### src/rtl/eventos_boton_if.sv
// Button event bundle: debounced level and repeat enable in, one-cycle event pulses and held level out.
interface eventos_boton_if;
  logic db;
  logic repeat_en;
  logic press_tick;
  logic release_tick;
  logic long_tick;
  logic repeat_tick;
  logic held;

  modport master (
    output db, repeat_en,
    input  press_tick, release_tick, long_tick, repeat_tick, held
  );

  modport slave (
    input  db, repeat_en,
    output press_tick, release_tick, long_tick, repeat_tick, held
  );
endinterface

### src/rtl/eventos_boton.sv
// Turns the debounced button level into press, release, long-press and auto-repeat pulses.
module eventos_boton #(
  parameter int unsigned CW            = 26,
  parameter int unsigned LONG_CYCLES   = 50_000_000,
  parameter int unsigned REPEAT_CYCLES = 10_000_000
) (
  input  logic            clk,
  input  logic            reset,
  eventos_boton_if.slave  btn
);

  localparam logic [CW-1:0] LONG_TERM   = CW'(LONG_CYCLES - 1);
  localparam logic [CW-1:0] REPEAT_TERM = CW'(REPEAT_CYCLES - 1);

  typedef enum logic [1:0] {
    WAIT_LOW,
    IDLE,
    PRESSED,
    REPEAT
  } state_t;

  state_t          state_q, state_d;
  logic [CW-1:0]   cnt_q, cnt_d;
  logic            press_q, press_d;
  logic            release_q, release_d;
  logic            long_q, long_d;
  logic            repeat_q, repeat_d;
  logic            held_q, held_d;

  always_comb begin
    state_d   = state_q;
    cnt_d     = cnt_q;
    press_d   = 1'b0;
    release_d = 1'b0;
    long_d    = 1'b0;
    repeat_d  = 1'b0;

    unique case (state_q)
      // A button still down after reset must be released before it can count.
      WAIT_LOW: begin
        if (!btn.db) state_d = IDLE;
      end
      IDLE: begin
        if (btn.db) begin
          state_d = PRESSED;
          cnt_d   = '0;
          press_d = 1'b1;
        end
      end
      PRESSED: begin
        if (!btn.db) begin
          state_d   = IDLE;
          cnt_d     = '0;
          release_d = 1'b1;
        end else if (cnt_q == LONG_TERM) begin
          state_d = REPEAT;
          cnt_d   = '0;
          long_d  = 1'b1;
        end else begin
          cnt_d = cnt_q + 1'b1;
        end
      end
      REPEAT: begin
        if (!btn.db) begin
          state_d   = IDLE;
          cnt_d     = '0;
          release_d = 1'b1;
        end else if (cnt_q == REPEAT_TERM) begin
          // Cadence keeps running while repeat is disabled, so enabling it keeps phase.
          cnt_d    = '0;
          repeat_d = btn.repeat_en;
        end else begin
          cnt_d = cnt_q + 1'b1;
        end
      end
      default: state_d = WAIT_LOW;
    endcase

    held_d = (state_d == PRESSED) || (state_d == REPEAT);
  end

  always_ff @(posedge clk) begin
    if (reset) begin
      state_q   <= WAIT_LOW;
      cnt_q     <= '0;
      press_q   <= 1'b0;
      release_q <= 1'b0;
      long_q    <= 1'b0;
      repeat_q  <= 1'b0;
      held_q    <= 1'b0;
    end else begin
      state_q   <= state_d;
      cnt_q     <= cnt_d;
      press_q   <= press_d;
      release_q <= release_d;
      long_q    <= long_d;
      repeat_q  <= repeat_d;
      held_q    <= held_d;
    end
  end

  assign btn.press_tick   = press_q;
  assign btn.release_tick = release_q;
  assign btn.long_tick    = long_q;
  assign btn.repeat_tick  = repeat_q;
  assign btn.held         = held_q;

endmodule

### src/flat_wrapper.sv
// flat-port wrapper written by rule: the top's interface ports become plain ports
module eventos_boton_flat 
#(
  parameter int unsigned CW            = 26,
  parameter int unsigned LONG_CYCLES   = 50_000_000,
  parameter int unsigned REPEAT_CYCLES = 10_000_000
)
  (clk, reset, btn_db, btn_repeat_en, btn_press_tick, btn_release_tick, btn_long_tick, btn_repeat_tick, btn_held);
  eventos_boton_if btn_i ();
  input  logic clk;
  input  logic reset;
  input wire logic [$bits(btn_i.db)-1:0] btn_db;
  input wire logic [$bits(btn_i.repeat_en)-1:0] btn_repeat_en;
  output wire logic [$bits(btn_i.press_tick)-1:0] btn_press_tick;
  output wire logic [$bits(btn_i.release_tick)-1:0] btn_release_tick;
  output wire logic [$bits(btn_i.long_tick)-1:0] btn_long_tick;
  output wire logic [$bits(btn_i.repeat_tick)-1:0] btn_repeat_tick;
  output wire logic [$bits(btn_i.held)-1:0] btn_held;
  assign btn_i.db = btn_db;
  assign btn_i.repeat_en = btn_repeat_en;
  assign btn_press_tick = btn_i.press_tick;
  assign btn_release_tick = btn_i.release_tick;
  assign btn_long_tick = btn_i.long_tick;
  assign btn_repeat_tick = btn_i.repeat_tick;
  assign btn_held = btn_i.held;
  eventos_boton #(.CW(CW), .LONG_CYCLES(LONG_CYCLES), .REPEAT_CYCLES(REPEAT_CYCLES)) u_core (.clk(clk), .reset(reset), .btn(btn_i));
endmodule
### config.mk
export PLATFORM = sky130hd
export DESIGN_NAME = eventos_boton_flat
export DESIGN_NICKNAME = d
export VERILOG_FILES = /design/src/rtl/eventos_boton_if.sv /design/src/rtl/eventos_boton.sv /design/src/flat_wrapper.sv
export SDC_FILE = /design/constraint.sdc
export NUM_CORES = 1
export LEC_CHECK = 0
export ABC_AREA = 1
export CAP_MARGIN = 20
export CORE_MARGIN = 1
export CORE_UTILIZATION = 60
export CTS_BUF_LIST = sky130_fd_sc_hd__clkbuf_2 sky130_fd_sc_hd__clkbuf_4 sky130_fd_sc_hd__clkbuf_8
export CTS_CLUSTER_DIAMETER = 120
export DETAILED_ROUTE_END_ITERATION = 12
export HOLD_SLACK_MARGIN = 0.02
export PLACE_DENSITY = 0.83
export RECOVER_POWER = 25
export SLEW_MARGIN = 20
export SYNTH_ARGS = -nofsm -noshare
export SYNTH_HDL_FRONTEND = slang
export SYNTH_SLANG_ARGS = --single-unit
export TNS_END_PERCENT = 20
### constraint.sdc
create_clock -name clk -period 4.7 [get_ports clk]
set_input_delay 0.47 -clock clk [delete_from_list [all_inputs] [get_ports clk]]
set_output_delay 0.47 -clock clk [all_outputs]
set_load 0.01 [all_outputs]
==> impl_metrics.env <==
export IMPL_ys_flop_type="dfxtp_1"
export IMPL_cts_root_buf="clkbuf_4"
export IMPL_synth_distinct_cells=32
export IMPL_outcome="completed"
export IMPL_p_sw_uw=188
export IMPL_utilization_pct=68.5
export IMPL_ys_seq_elements=33
export IMPL_antenna_found_initial=0
export IMPL_cts_sinks=33
export IMPL_post_cts_setup_buffer_count=0
export IMPL_die_w_um=62.3
export IMPL_drv_slew=0
export IMPL_cp_arrival_ns=2.56
export IMPL_path_class="reg2reg"
export IMPL_endpoint="u_core.cnt_q[21]$_SDFFE_PP0P_"
export IMPL_pwr_share_clk_pct=30.1
export IMPL_numCtsBuffers=5
export IMPL_cp_required_ns=4.96
export IMPL_drt_pass1_iter_count=6
export IMPL_grt_overflow=0
export IMPL_async_flop_share_pct=0
export IMPL_post_place_ws_ns=2.12
export IMPL_syn_area_per_cell_um2=6.54
export IMPL_max_cap_violations=0
export IMPL_rr_worst_depth=12
export IMPL_cts_htree_levels=2
export IMPL_crit_start="u_core.state_q[1]$_SDFF_PP0_"
export IMPL_p_per_area_nw_per_um2=242
export IMPL_period_share_pct=48.9
export IMPL_endpoint_kind="register"
export IMPL_hold_path_class="reg2reg"
export IMPL_drt_iter0_drc=184
export IMPL_grtUsageTotal_pct=29.0
export IMPL_clock_skew_ns=0.00841
export IMPL_crit_fanout=20
export IMPL_die_area_um2=3880
export IMPL_portBuffers=8
export IMPL_worst_r2r_setup_slack_ns=2.40
export IMPL_seq_power_share_pct=51.2
export IMPL_whs_ns=0.501
export IMPL_drt_wl_total_um=5190
export IMPL_vias=2197
export IMPL_clock_latency_ns=0.36
export IMPL_viasPerCell=5.63
export IMPL_rsz0062_at_grt="no"
export IMPL_cts_hold_buf=0
export IMPL_tns_ns=0
export IMPL_std_cell_rows=21
export IMPL_final_antenna_net_count=0
export IMPL_grt_pass1_vias=1985
export IMPL_chipHeight_um=62.3
export IMPL_period_needed_ns=2.30
export IMPL_netlist_area_um2=2180
export IMPL_finalSetupViolCount=0
export IMPL_syn_num_nets=343
export IMPL_grt_pass1_wl_um=8830
export IMPL_fin_nets=353
export IMPL_hold_violations=0
export IMPL_core_area_um2=3420
export IMPL_insertedDiodeCount=0
export IMPL_leakagePower_uw=0.000973
export IMPL_wl_per_cell_um=13.3
export IMPL_final_layout_size_suffix_gt1_share_pct=12.5
export IMPL_syn_to_final_growth_pct=7.35
export IMPL_cts_clk_slew_worst_paths_ns=0.11
export IMPL_synth_edf_count=0
export IMPL_tightest_slew_ns=0.726
export IMPL_final_common_cell="nand2_1"
export IMPL_p_int_uw=378
export IMPL_share_comb_of_total_power_pct=18.7
export IMPL_final_cell_mix="nand2_1 (76), inv_1 (45), nand3_1 (37)"
export IMPL_grt_max_degree=21
export IMPL_r2r_start="u_core.state_q[1]$_SDFF_PP0_"
export IMPL_syn_inst=333
export IMPL_dp_hpwl_um=3820
export IMPL_drc_errors=0
export IMPL_place_congestion=0.920
export IMPL_start_util_pct=63.8
export IMPL_pin_count=9
export IMPL_swShare_pct=33.2
export IMPL_ys_warn_count=0
export IMPL_cts_max_path_buffers=2
export IMPL_yosysSeqAreaShare_pct=30.3
export IMPL_relSlewSlack_pct=51.5
export IMPL_r2r_end="u_core.cnt_q[21]$_SDFFE_PP0P_"
export IMPL_cts_tree="done"
export IMPL_worst_slack_ns=2.40
export IMPL_cts_resized=0
export IMPL_total_power_uw=566
export IMPL_max_freq_ghz=0.435
export IMPL_ir_drop_uv=155
export IMPL_worst_setup_path_start_kind="register"
Yosys cell counts, types with 2 or more instances:
cell type / number / area, um2
inv_1: 45 / 169
nand2_2: 5 / 31.3
o21bai_1: 2 / 15.0
nand4_1: 13 / 81.3
o21ai_1: 2 / 10.0
nand2_1: 75 / 282
nand2_4: 4 / 45.0
nor2_2: 15 / 93.8
a21oi_1: 18 / 90.1
o21ai_0: 8 / 40.0
nand3_1: 36 / 180
xor2_1: 4 / 35.0
buf_2: 2 / 10.0
clkbuf_1: 3 / 11.3
nor2_1: 30 / 113
ha_1: 6 / 75.1
dfxtp_1: 33 / 661
nor2_4: 2 / 22.5
nor3_1: 11 / 55.1
inv_2: 3 / 11.3
clkinv_1: 2 / 7.51
nand3_2: 4 / 40.0
per-layer routing:
metal | routed length [um] | GRT usage, % | part of all wire [%] | vias to the layer above
met5 | 0 | 0 | 0 | -
met1 | 2360 | 36.8 | 45 | 1005
met3 | 385 | 5.51 | 7.4 | 8
li1 | - | - | - | 1094
met2 | 2380 | 47.0 | 46 | 90
met4 | 71 | 14.2 | 1.4 | 0
sequential cells by signal, indices dropped and copies added, names as in the netlist:
register	flops
u_core.cnt_q	26
u_core.btn.long_tick	1
u_core.btn.release_tick	1
u_core.btn.held	1
u_core.btn.press_tick	1
u_core.state_q	2
u_core.btn.repeat_tick	1
logic make-up (layout without fill, tap and decap cells):
logic type               Yosys count  in the layout  synth area share [%]
buffers and inverters             56             67                  10.1
AND/OR/NAND/NOR                  201            201                  46.4
flip-flops                        33             33                  30.3
XOR/XNOR                           4              4                  1.61
AO/OA/AOI/OAI                     33             33                  8.10
adder cells (fa/ha/maj)            6              6                  3.45
area by class of cell:
type	count	area (um2)
flip-flops and latches	33	661
inverters	50	188
well taps	46	57.6
clock buffers	6	45.0
clock inverters	2	10.0
repair buffers	9	87.6
multi-input cells	244	1290
fillers	336	1080
worst min-delay path by stage:
stage | from | end | slack, ns | cells past startpoint
floorplan | u_core.cnt_q[0]$_SDFFE_PP0P_ | u_core.cnt_q[0]$_SDFFE_PP0P_ | 0.46 | 2
global placement | u_core.cnt_q[1]$_SDFFE_PP0P_ | u_core.cnt_q[1]$_SDFFE_PP0P_ | 0.48 | 2
detailed placement | u_core.cnt_q[1]$_SDFFE_PP0P_ | u_core.cnt_q[1]$_SDFFE_PP0P_ | 0.48 | 2
CTS | u_core.cnt_q[1]$_SDFFE_PP0P_ | u_core.cnt_q[1]$_SDFFE_PP0P_ | 0.50 | 2
global route | u_core.cnt_q[1]$_SDFFE_PP0P_ | u_core.cnt_q[1]$_SDFFE_PP0P_ | 0.52 | 2
finish | u_core.cnt_q[1]$_SDFFE_PP0P_ | u_core.cnt_q[1]$_SDFFE_PP0P_ | 0.50 | 2
worst max-delay path, stage by stage (launching register included):
cell and delay (ns):
dfxtp_1 0.37, inv_1 0.16, ha_1 0.17, inv_1 0.06
o21bai_1 0.14, buf_4 0.26, clkinv_1 0.44, nand4_1 0.29
nor2_2 0.10, nand2_1 0.06, nand2_1 0.05, nand2_1 0.07
nor2_2 0.03
power groups by stage:
stage                     Clock, uW  Sequential, uW  Combinational, uW
final                           171             289                106
after global routing            180             290                117
after CTS                       170             289                107
after detailed placement          0             296                107
after global placement            0             296                104
after floorplan                   0             296               80.3
per-stage QoR:
step / cell area (um2) / std cells
2_1_floorplan: 2180 / 333
3_3_place_gp: 2290 / 382
3_5_place_dp: 2290 / 382
4_1_cts: 2350 / 390
5_1_grt: 2340 / 390
6_report: 2340 / 390
Power figures use the tool's default switching activity.
